### src/rtl/pc_gen_if.sv
// pc_gen_if: instruction-ROM request port (req/ack handshake)
interface pc_gen_if;
  logic        rom_req_o;
  logic [31:0] rom_addr_o;
  logic        rom_ack_i;
  modport master (output rom_req_o, rom_addr_o, input rom_ack_i);
  modport slave (input rom_req_o, rom_addr_o, output rom_ack_i);
endinterface

### src/rtl/pc_gen.sv
// pc_gen: program-counter generator with ROM req/ack fetch, jump redirect and hold buffer
module pc_gen #(
  parameter logic [31:0] RESET_ADDR = 32'h0000_0000
) (
  input  logic        clk,
  input  logic        rst,
  input  logic        jump_en_i,
  input  logic [31:0] jump_addr_i,
  input  logic        hold_flag_i,
  pc_gen_if.master    rom,
  output logic [31:0] pc_addr_o,
  output logic        pc_valid_o,
  output logic        jump_misalign_o
);
  typedef enum logic [1:0] {IDLE, WAIT, DROP} state_t;
  state_t state, state_nx;
  logic [31:0] pc, pc_nx, buf_addr, buf_addr_nx, pc_addr_nx, target;
  logic buf_valid, buf_valid_nx, pc_valid_nx, accept, drain;
  // Request generation, accept/drain detection and next-state selection; jump outranks hold and ack
  always_comb begin
    target = {jump_addr_i[31:2], 2'b00};
    rom.rom_addr_o = pc;
    rom.rom_req_o = !rst && (state != IDLE || (!hold_flag_i && !buf_valid && !jump_en_i));
    accept = rom.rom_req_o && rom.rom_ack_i && state != DROP;
    drain = buf_valid && !hold_flag_i && !jump_en_i;
    state_nx = state;
    pc_nx = pc;
    buf_addr_nx = buf_addr;
    buf_valid_nx = buf_valid;
    pc_addr_nx = pc_addr_o;
    pc_valid_nx = pc_valid_o;
    if (jump_en_i) begin
      pc_nx = target;
      buf_valid_nx = 1'b0;
      pc_valid_nx = 1'b0;
      state_nx = (state != IDLE && !rom.rom_ack_i) ? DROP : IDLE;
    end else begin
      if (accept) begin
        pc_nx = pc + 32'd4;
        state_nx = IDLE;
        buf_addr_nx = hold_flag_i ? pc : buf_addr;
        buf_valid_nx = hold_flag_i ? 1'b1 : buf_valid;
        pc_addr_nx = hold_flag_i ? pc_addr_o : pc;
        pc_valid_nx = hold_flag_i ? pc_valid_o : 1'b1;
      end else if (state == IDLE && rom.rom_req_o) begin
        state_nx = WAIT;
      end else if (state == DROP && rom.rom_ack_i) begin
        state_nx = IDLE;
      end
      if (drain) begin
        pc_addr_nx = buf_addr;
        pc_valid_nx = 1'b1;
        buf_valid_nx = 1'b0;
      end else if (!hold_flag_i && !accept) begin
        pc_valid_nx = 1'b0;
      end
    end
  end
  // State, PC, hold buffer and fetch-stage output registers
  always_ff @(posedge clk or posedge rst) begin
    if (rst) begin
      state <= IDLE;
      pc <= RESET_ADDR;
      buf_addr <= 32'h0;
      buf_valid <= 1'b0;
      pc_addr_o <= 32'h0;
      pc_valid_o <= 1'b0;
      jump_misalign_o <= 1'b0;
    end else begin
      state <= state_nx;
      pc <= pc_nx;
      buf_addr <= buf_addr_nx;
      buf_valid <= buf_valid_nx;
      pc_addr_o <= pc_addr_nx;
      pc_valid_o <= pc_valid_nx;
      jump_misalign_o <= jump_en_i && |jump_addr_i[1:0];
    end
  end
endmodule
### src/flat_wrapper.sv
// flat-port wrapper written by rule: the top's interface ports become plain ports
module pc_gen_flat 
#(
  parameter logic [31:0] RESET_ADDR = 32'h0000_0000
)
  (clk, rst, jump_en_i, jump_addr_i, hold_flag_i, pc_addr_o, pc_valid_o, jump_misalign_o, rom_rom_req_o, rom_rom_addr_o, rom_rom_ack_i);
  pc_gen_if rom_i ();
  input  logic clk;
  input  logic rst;
  input  logic jump_en_i;
  input  logic [31:0] jump_addr_i;
  input  logic hold_flag_i;
  output logic [31:0] pc_addr_o;
  output logic pc_valid_o;
  output logic jump_misalign_o;
  output wire logic [$bits(rom_i.rom_req_o)-1:0] rom_rom_req_o;
  output wire logic [$bits(rom_i.rom_addr_o)-1:0] rom_rom_addr_o;
  input wire logic [$bits(rom_i.rom_ack_i)-1:0] rom_rom_ack_i;
  assign rom_rom_req_o = rom_i.rom_req_o;
  assign rom_rom_addr_o = rom_i.rom_addr_o;
  assign rom_i.rom_ack_i = rom_rom_ack_i;
  pc_gen #(.RESET_ADDR(RESET_ADDR)) u_core (.clk(clk), .rst(rst), .jump_en_i(jump_en_i), .jump_addr_i(jump_addr_i), .hold_flag_i(hold_flag_i), .rom(rom_i), .pc_addr_o(pc_addr_o), .pc_valid_o(pc_valid_o), .jump_misalign_o(jump_misalign_o));
endmodule
### config.mk
export PLATFORM = sky130hd
export DESIGN_NAME = pc_gen_flat
export DESIGN_NICKNAME = d
export VERILOG_FILES = /design/src/rtl/pc_gen_if.sv /design/src/rtl/pc_gen.sv /design/src/flat_wrapper.sv
export SDC_FILE = /design/constraint.sdc
export NUM_CORES = 1
export LEC_CHECK = 0
export ABC_CLOCK_PERIOD_IN_PS = 3400
export BUFFER_PORTS_ARGS = -buffer_cell sky130_fd_sc_hd__buf_2
export CAP_MARGIN = 5
export CORE_MARGIN = 8
export CORE_UTILIZATION = 50
export DETAILED_ROUTE_END_ITERATION = 7
export GPL_TIMING_DRIVEN = 0
export HOLD_SLACK_MARGIN = 0.1
export PLACE_DENSITY = 0.72
export SETUP_SLACK_MARGIN = 0.5
export SYNTH_ARGS = -nofsm -noshare
export SYNTH_HDL_FRONTEND = slang
export SYNTH_SLANG_ARGS = --single-unit
### constraint.sdc
create_clock -name clk -period 3.4 [get_ports clk]
set_input_delay 0.17 -clock clk [delete_from_list [all_inputs] [get_ports clk]]
set_output_delay 0.17 -clock clk [all_outputs]
set_load 0.01 [all_outputs]
Yosys cells after proc, flatten, opt, wreduce, memory -nomap -nowiden
Cells that the tools add are included.
{"block": "totals", "register_bits": 101, "latchBits": 0, "ram_bits": 0, "romBits": 0, "in_bits": 37, "out_inout_bits": 67, "elab_cells": 64, "mem_count": 0}
{"block": "op_classes", "addsub": 1, "n_mul": 0, "div": 0, "magnitude_cmp": 0, "n_eq_ne": 4, "shifts": 0, "mux": 19, "bitwise_logic": 1, "n_reduce_logical": 32}
{"cell": "$mux W32", "count": 5}
{"cell": "$add A32 B3 Y32 const B", "count": 1}
{"cell": "$logic_and A1 B1 Y1", "count": 12}
{"cell": "$mux W2", "count": 5}
{"cell": "$mux W1", "count": 9}
{"cell": "$reduce_bool A4 Y1", "count": 2}
{"cell": "$logic_not A1 Y1", "count": 6}
{"cell": "$reduce_and A3 Y1", "count": 2}
{"cell": "$reduce_bool A2 Y1", "count": 3}
{"cell": "$reduce_bool A3 Y1", "count": 2}
{"cell": "$ne A4 B2 Y1 const B", "count": 1}
{"cell": "$reduce_and A2 Y1", "count": 2}
{"cell": "$eq A2 B2 Y1 const B", "count": 1}
{"cell": "$logic_not A2 Y1", "count": 1}
{"cell": "$ne A2 B1 Y1 const B", "count": 1}
{"cell": "$ne A2 B2 Y1 const B", "count": 1}
{"cell": "$reduce_or A2 Y1", "count": 1}
{"cell": "$logic_or A1 B1 Y1", "count": 1}
{"cell": "$not A1 Y1", "count": 1}

Logic depth before layout (Yosys ltp)
{"block": "depth", "ltp_word": 12, "depth_mapped": 7, "depth_no_buf": 6}

Worst setup path before layout
No wires, ideal clock.
{"block": "synth_timing", "path_type": "register to register", "start": "reg u_core.state[1]", "end": "reg u_core.pc[26], in the netlist u_core.rom.rom_addr_o[26]", "setup_time_ps": 125, "arrival_ps": 2067, "required_ps": 3275, "path_slack_ps": 1209, "path_stages_with_launch": 7, "n_path_buf": 1, "synth_period_minus_slack_ps": 2191, "cell_sequence": "dfrtp_1 or4_4 a2111o_1 buf_6 nor4_2 xor2_1 mux2_2"}
{"block": "synth_via", "elab_chain_cells": 6, "elab_cells_between_ends": 7, "cone_classes": "1 x eq/ne; 6 x reduce/logical"}
{"item": "from (decl)", "line_no": "pc_gen.sv:16", "source": "state_t state, state_nx;"}
{"item": "from (signal assigned)", "line_no": "pc_gen.sv:70", "source": "state <= state_nx;"}
{"item": "$reduce_bool A2 Y1", "line_no": "pc_gen.sv:23", "source": "rom.rom_req_o = !rst && (state != IDLE || (!hold_flag_i && !buf_valid && !jump_en_i));"}
{"item": "$logic_or A1 B1 Y1", "line_no": "pc_gen.sv:23"}
{"item": "$logic_and A1 B1 Y1", "line_no": "pc_gen.sv:23"}
{"item": "$logic_and A1 B1 Y1", "line_no": "pc_gen.sv:24", "source": "accept = rom.rom_req_o && rom.rom_ack_i && state != DROP;"}
{"item": "$logic_and A1 B1 Y1 *", "line_no": "pc_gen.sv:24"}
{"item": "$reduce_bool A2 Y1 (no source line) *"}
{"item": "to (signal assigned)", "line_no": "pc_gen.sv:71", "source": "pc <= pc_nx;"}
{"item": "to (decl)", "line_no": "pc_gen.sv:17", "source": "logic [31:0] pc, pc_nx, buf_addr, buf_addr_nx, pc_addr_nx, target;"}
Every way passes the cells marked *; elsewhere a longest branch is shown, timed or not.
A chain may end at the register's enable or synchronous reset.

Final worst setup path
{"block": "layout_timing", "start": "reg u_core.state[1]", "end": "reg u_core.buf_addr[7]"}
{"block": "layout_via", "elab_chain_cells": 6, "elab_cells_between_ends": 7, "cone_classes": "1 x eq/ne; 6 x reduce/logical"}
{"item": "$reduce_bool A2 Y1", "line_no": "pc_gen.sv:23"}
{"item": "$logic_or A1 B1 Y1", "line_no": "pc_gen.sv:23"}
{"item": "$logic_and A1 B1 Y1", "line_no": "pc_gen.sv:23"}
{"item": "$logic_and A1 B1 Y1", "line_no": "pc_gen.sv:24"}
{"item": "$logic_and A1 B1 Y1 *", "line_no": "pc_gen.sv:24"}
{"item": "$reduce_and A3 Y1 (no source line) *"}
{"item": "to (signal assigned)", "line_no": "pc_gen.sv:72", "source": "buf_addr <= buf_addr_nx;"}
{"item": "to (decl)", "line_no": "pc_gen.sv:17"}
Marked as above.

==> impl_metrics.json <==
{
  "status": "completed",
  "antenna_left": 0,
  "vdd_drop_max_uv": 278,
  "grt_max_degree": 66,
  "fmax_mhz": 391,
  "final.min_clock_period_ns": 2.55,
  "synth-edff-count": 0,
  "fin_ws_ns": 0.845,
  "viasPerCell": 5.45,
  "start_util_pct": 51.3,
  "start_kind": "flip-flop",
  "clk_latency_ns": 0.36,
  "crit_path_end_kind": "flip-flop",
  "synth_fa_ha_area_share_pct": 0.280,
  "worstHoldPathType": "input pin to flip-flop",
  "rr_endpoint": "u_core.buf_addr[7]$_DFFE_PP0P_",
  "syn_inst": 433,
  "cts.htree.levels": 3,
  "clk_path_buf_depth": 2,
  "fillCellCount": 724,
  "fin_cells": 691,
  "clkSlewWorstSetupHoldPaths_ns": 0.09,
  "syn_area_per_cell_um2": 10.3,
  "wire_per_inst_um": 17.2,
  "hold-worst-slack_ns": 0.132,
  "synth_top_area_cell": "dfrtp_1",
  "power_frac_comb_pct": 22.2,
  "arrival_ns": 2.81,
  "crit_type": "flip-flop to flip-flop",
  "die_w_um": 111,
  "finalClockSkew_ns": 0.0127,
  "power.internal_mw": 1.99,
  "endpoint": "u_core.buf_addr[7]$_DFFE_PP0P_",
  "power_mw": 2.90,
  "rsz0062_at_grt": "no",
  "synthSimpleGateAreaFrac_pct": 14.5,
  "p_clk_share_pct": 24.7,
  "synthDistinctLibCells": 44,
  "drv_slew": 0,
  "switchingPower_mw": 0.901,
  "dr.pass1.iters": 6,
  "place_hpwl_um": 8380,
  "required_ns": 3.65,
  "dieArea_um2": 12200,
  "p_leak_nw": 2.56,
  "hold_viol_final": 0,
  "grt_pass1_vias": 3870,
  "synth-warning-count": 0,
  "row_count": 34,
  "wl_um": 11900,
  "period_share_pct": 75.1,
  "die_y_um": 111,
  "worstPathMaxFanout": 10,
  "critPathLaunch": "u_core.state[1]$_DFFE_PP0P_",
  "overflow": 0,
  "relSlewSlack_pct": 45.3,
  "seq_area_frac_synth_pct": 53.1,
  "num_vias": 3765,
  "pre_cts_slack_ns": 0.889,
  "synthArstFlopShare_pct": 100,
  "drcViolationCount": 0,
  "core_area_um2": 8720,
  "drive_above_1_share_pct": 26.8,
  "cts.sinks": 95,
  "cts-root-buf": "clkbuf_8",
  "synth_compound_area_share_pct": 10.0,
  "pin_count": 104,
  "synth-seq-cells": 95,
  "synth.area.top_cells": "dfrtp_1 53%, mux2_2 6.8%, o21ai_0 6.6%",
  "power.density_nw_per_um2": 513,
  "finalSetupViolations": 0,
  "r2r_cells": 5,
  "placedCellCount": 644,
  "grt_use_total_pct": 19.4,
  "numCtsBuffers": 9,
  "p_sw_share_pct": 31.1,
  "seqPwrFrac_pct": 53.1,
  "n_antenna_cell": 0,
  "grt_pass1_wl_um": 19600,
  "drv_cap": 0,
  "synth_top_family_by_area": "simple AND/OR/NAND/NOR gates",
  "synth_top_area_share_pct": 53.1,
  "nets": 616,
  "globalplace.congestion": 0.800,
  "synthesis.area_um2": 4470,
  "synthMuxAreaShare_pct": 13.1,
  "r2r_start": "u_core.state[1]$_DFFE_PP0P_",
  "first_iter_violations": 188,
  "worstMarginPinSlew_ns": 0.821,
  "portBuffers": 99,
  "synth_flop_cell": "dfrtp_1",
  "postCtsSetupRepairBufs": 0,
  "postCtsResizedCells": 0,
  "grt_antenna_before_repair": 0,
  "r2r_slack_ns": 0.85,
  "area_growth_pct": 26.1,
  "cts_tree": "done",
  "synth-xor-area-share_pct": 5.09
}
## logic make-up (layout without fill, tap and decap cells)
kind of cell    count (synthesis)  in the layout
buf+inv                        39            186
compound gates                 81             81
flops                          95             95
simple gates                  135            135
mux                            55             55
fa+ha+maj                       1              1
other cells                     1              4
xor+xnor                       26             26
## layout by cell type, fill, tap and decap left out, drive strengths merged, types with 5 or more instances in the layout
| cell | Yosys | layout |
|---|---|---|
| nand2 | 78 | 78 |
| xnor2 | 19 | 19 |
| dfrtp | 95 | 95 |
| nand3 | 6 | 6 |
| nor3 | 11 | 11 |
| nor2 | 10 | 10 |
| clkbuf | 21 | 33 |
| mux2i | 28 | 28 |
| xor2 | 7 | 7 |
| o21ai | 62 | 62 |
| nor4 | 7 | 7 |
| buf | 9 | 109 |
| mux2 | 27 | 27 |
| inv | 9 | 9 |
| dlygate4sd3 | 0 | 31 |
| a21oi | 7 | 7 |
| nand4 | 5 | 5 |
## cells in the mapped netlist, types with 2 or more instances
cell      instances
a211o_1           2
a21oi_1           6
and2_1            2
and3_1            2
and4_1            3
buf_1             3
buf_4             4
clkbuf_1         21
dfrtp_1          95
inv_1             9
mux2_2           27
mux2i_1          28
nand2_1          77
nand2b_1          3
nand3_1           6
nand4_1           5
nor2_1           10
nor2b_1           2
nor3_1           11
nor4_1            4
nor4_2            2
o21a_1            2
o21ai_0          59
o21ai_1           3
o31a_1            3
or3_1             2
xnor2_1          19
xor2_1            7
## worst max-delay path, cell delays in order (launching register included)
cell and delay [ns]:
dfrtp_1 0.41, or4_4 0.54, a21oi_2 0.42, nand2_2 0.30, buf_1 0.40, mux2_2 0.39
## area by class of cell
type / instances / area [um2] / share of cell area [%]
plain buffers: 30 / 136 / 2.42
inverters: 9 / 36.3 / 0.643
clock inverters: 4 / 30.0 / 0.532
well taps: 108 / 135 / 2.40
clock buffers: 12 / 155 / 2.75
flip-flops and latches: 95 / 2380 / 42.1
multi-input cells: 302 / 1940 / 34.3
repair buffers: 131 / 833 / 14.8
## worst min path at each step
stage | end | startpoint | depth (start not counted)
6_report | u_core.rom.rom_addr_o[30]$_DFFE_PP0P_ | jump_addr_i[30] | 3
5_1_grt | u_core.rom.rom_addr_o[30]$_DFFE_PP0P_ | jump_addr_i[30] | 3
4_1_cts | u_core.rom.rom_addr_o[30]$_DFFE_PP0P_ | jump_addr_i[30] | 3
3_5_place_dp | u_core.pc_addr_o[4]$_DFFE_PP0P_ | rst | 2
3_3_place_gp | u_core.jump_misalign_o$_DFF_PP0_ | jump_addr_i[0] | 2
2_1_floorplan | u_core.state[0]$_DFFE_PP0P_ | rom_rom_ack_i | 1
## stage by stage
stage                     util (%)  TNS (ns)  instance area [um2]
after floorplan                  -         0                 4480
after global placement        58.7    -36.81                 5110
after detailed placement      59.0         0                 5140
after CTS                     64.7         0                 5640
after global routing          64.7         0                 5640
final                         64.7         0                 5640
## repair_timing
item / in CTS / in global routing
hold endpoints to repair: 60 / 0
endpoints found under the setup margin: 0 / 0
hold buffers: 31 / 0
## registers in the layout, summed over array words and instances (netlist names)
| signal | count |
|---|---|
| u_core.buf_valid | 1 |
| u_core.jump_misalign_o | 1 |
| u_core.pc_addr_o | 30 |
| u_core.pc_valid_o | 1 |
| u_core.state | 2 |
| u_core.rom.rom_addr_o | 30 |
| u_core.buf_addr | 30 |
## routing by layer
layer	global-route usage (%)	vias up	wire length (um)
li1	-	1777	-
met4	7.12	0	176
met5	0	-	0
met3	4.87	14	715
met1	24.3	1857	5160
met2	31.6	117	5840
## power groups by stage
stage	clock network [mW]	logic [mW]	registers [mW]
floorplan	0	0.292	1.60
global placement	0	0.598	1.54
detailed placement	0	0.623	1.56
CTS	0.726	0.655	1.53
global route	0.762	0.722	1.57
finish	0.714	0.643	1.54
(Power assumes the default switching activity.)
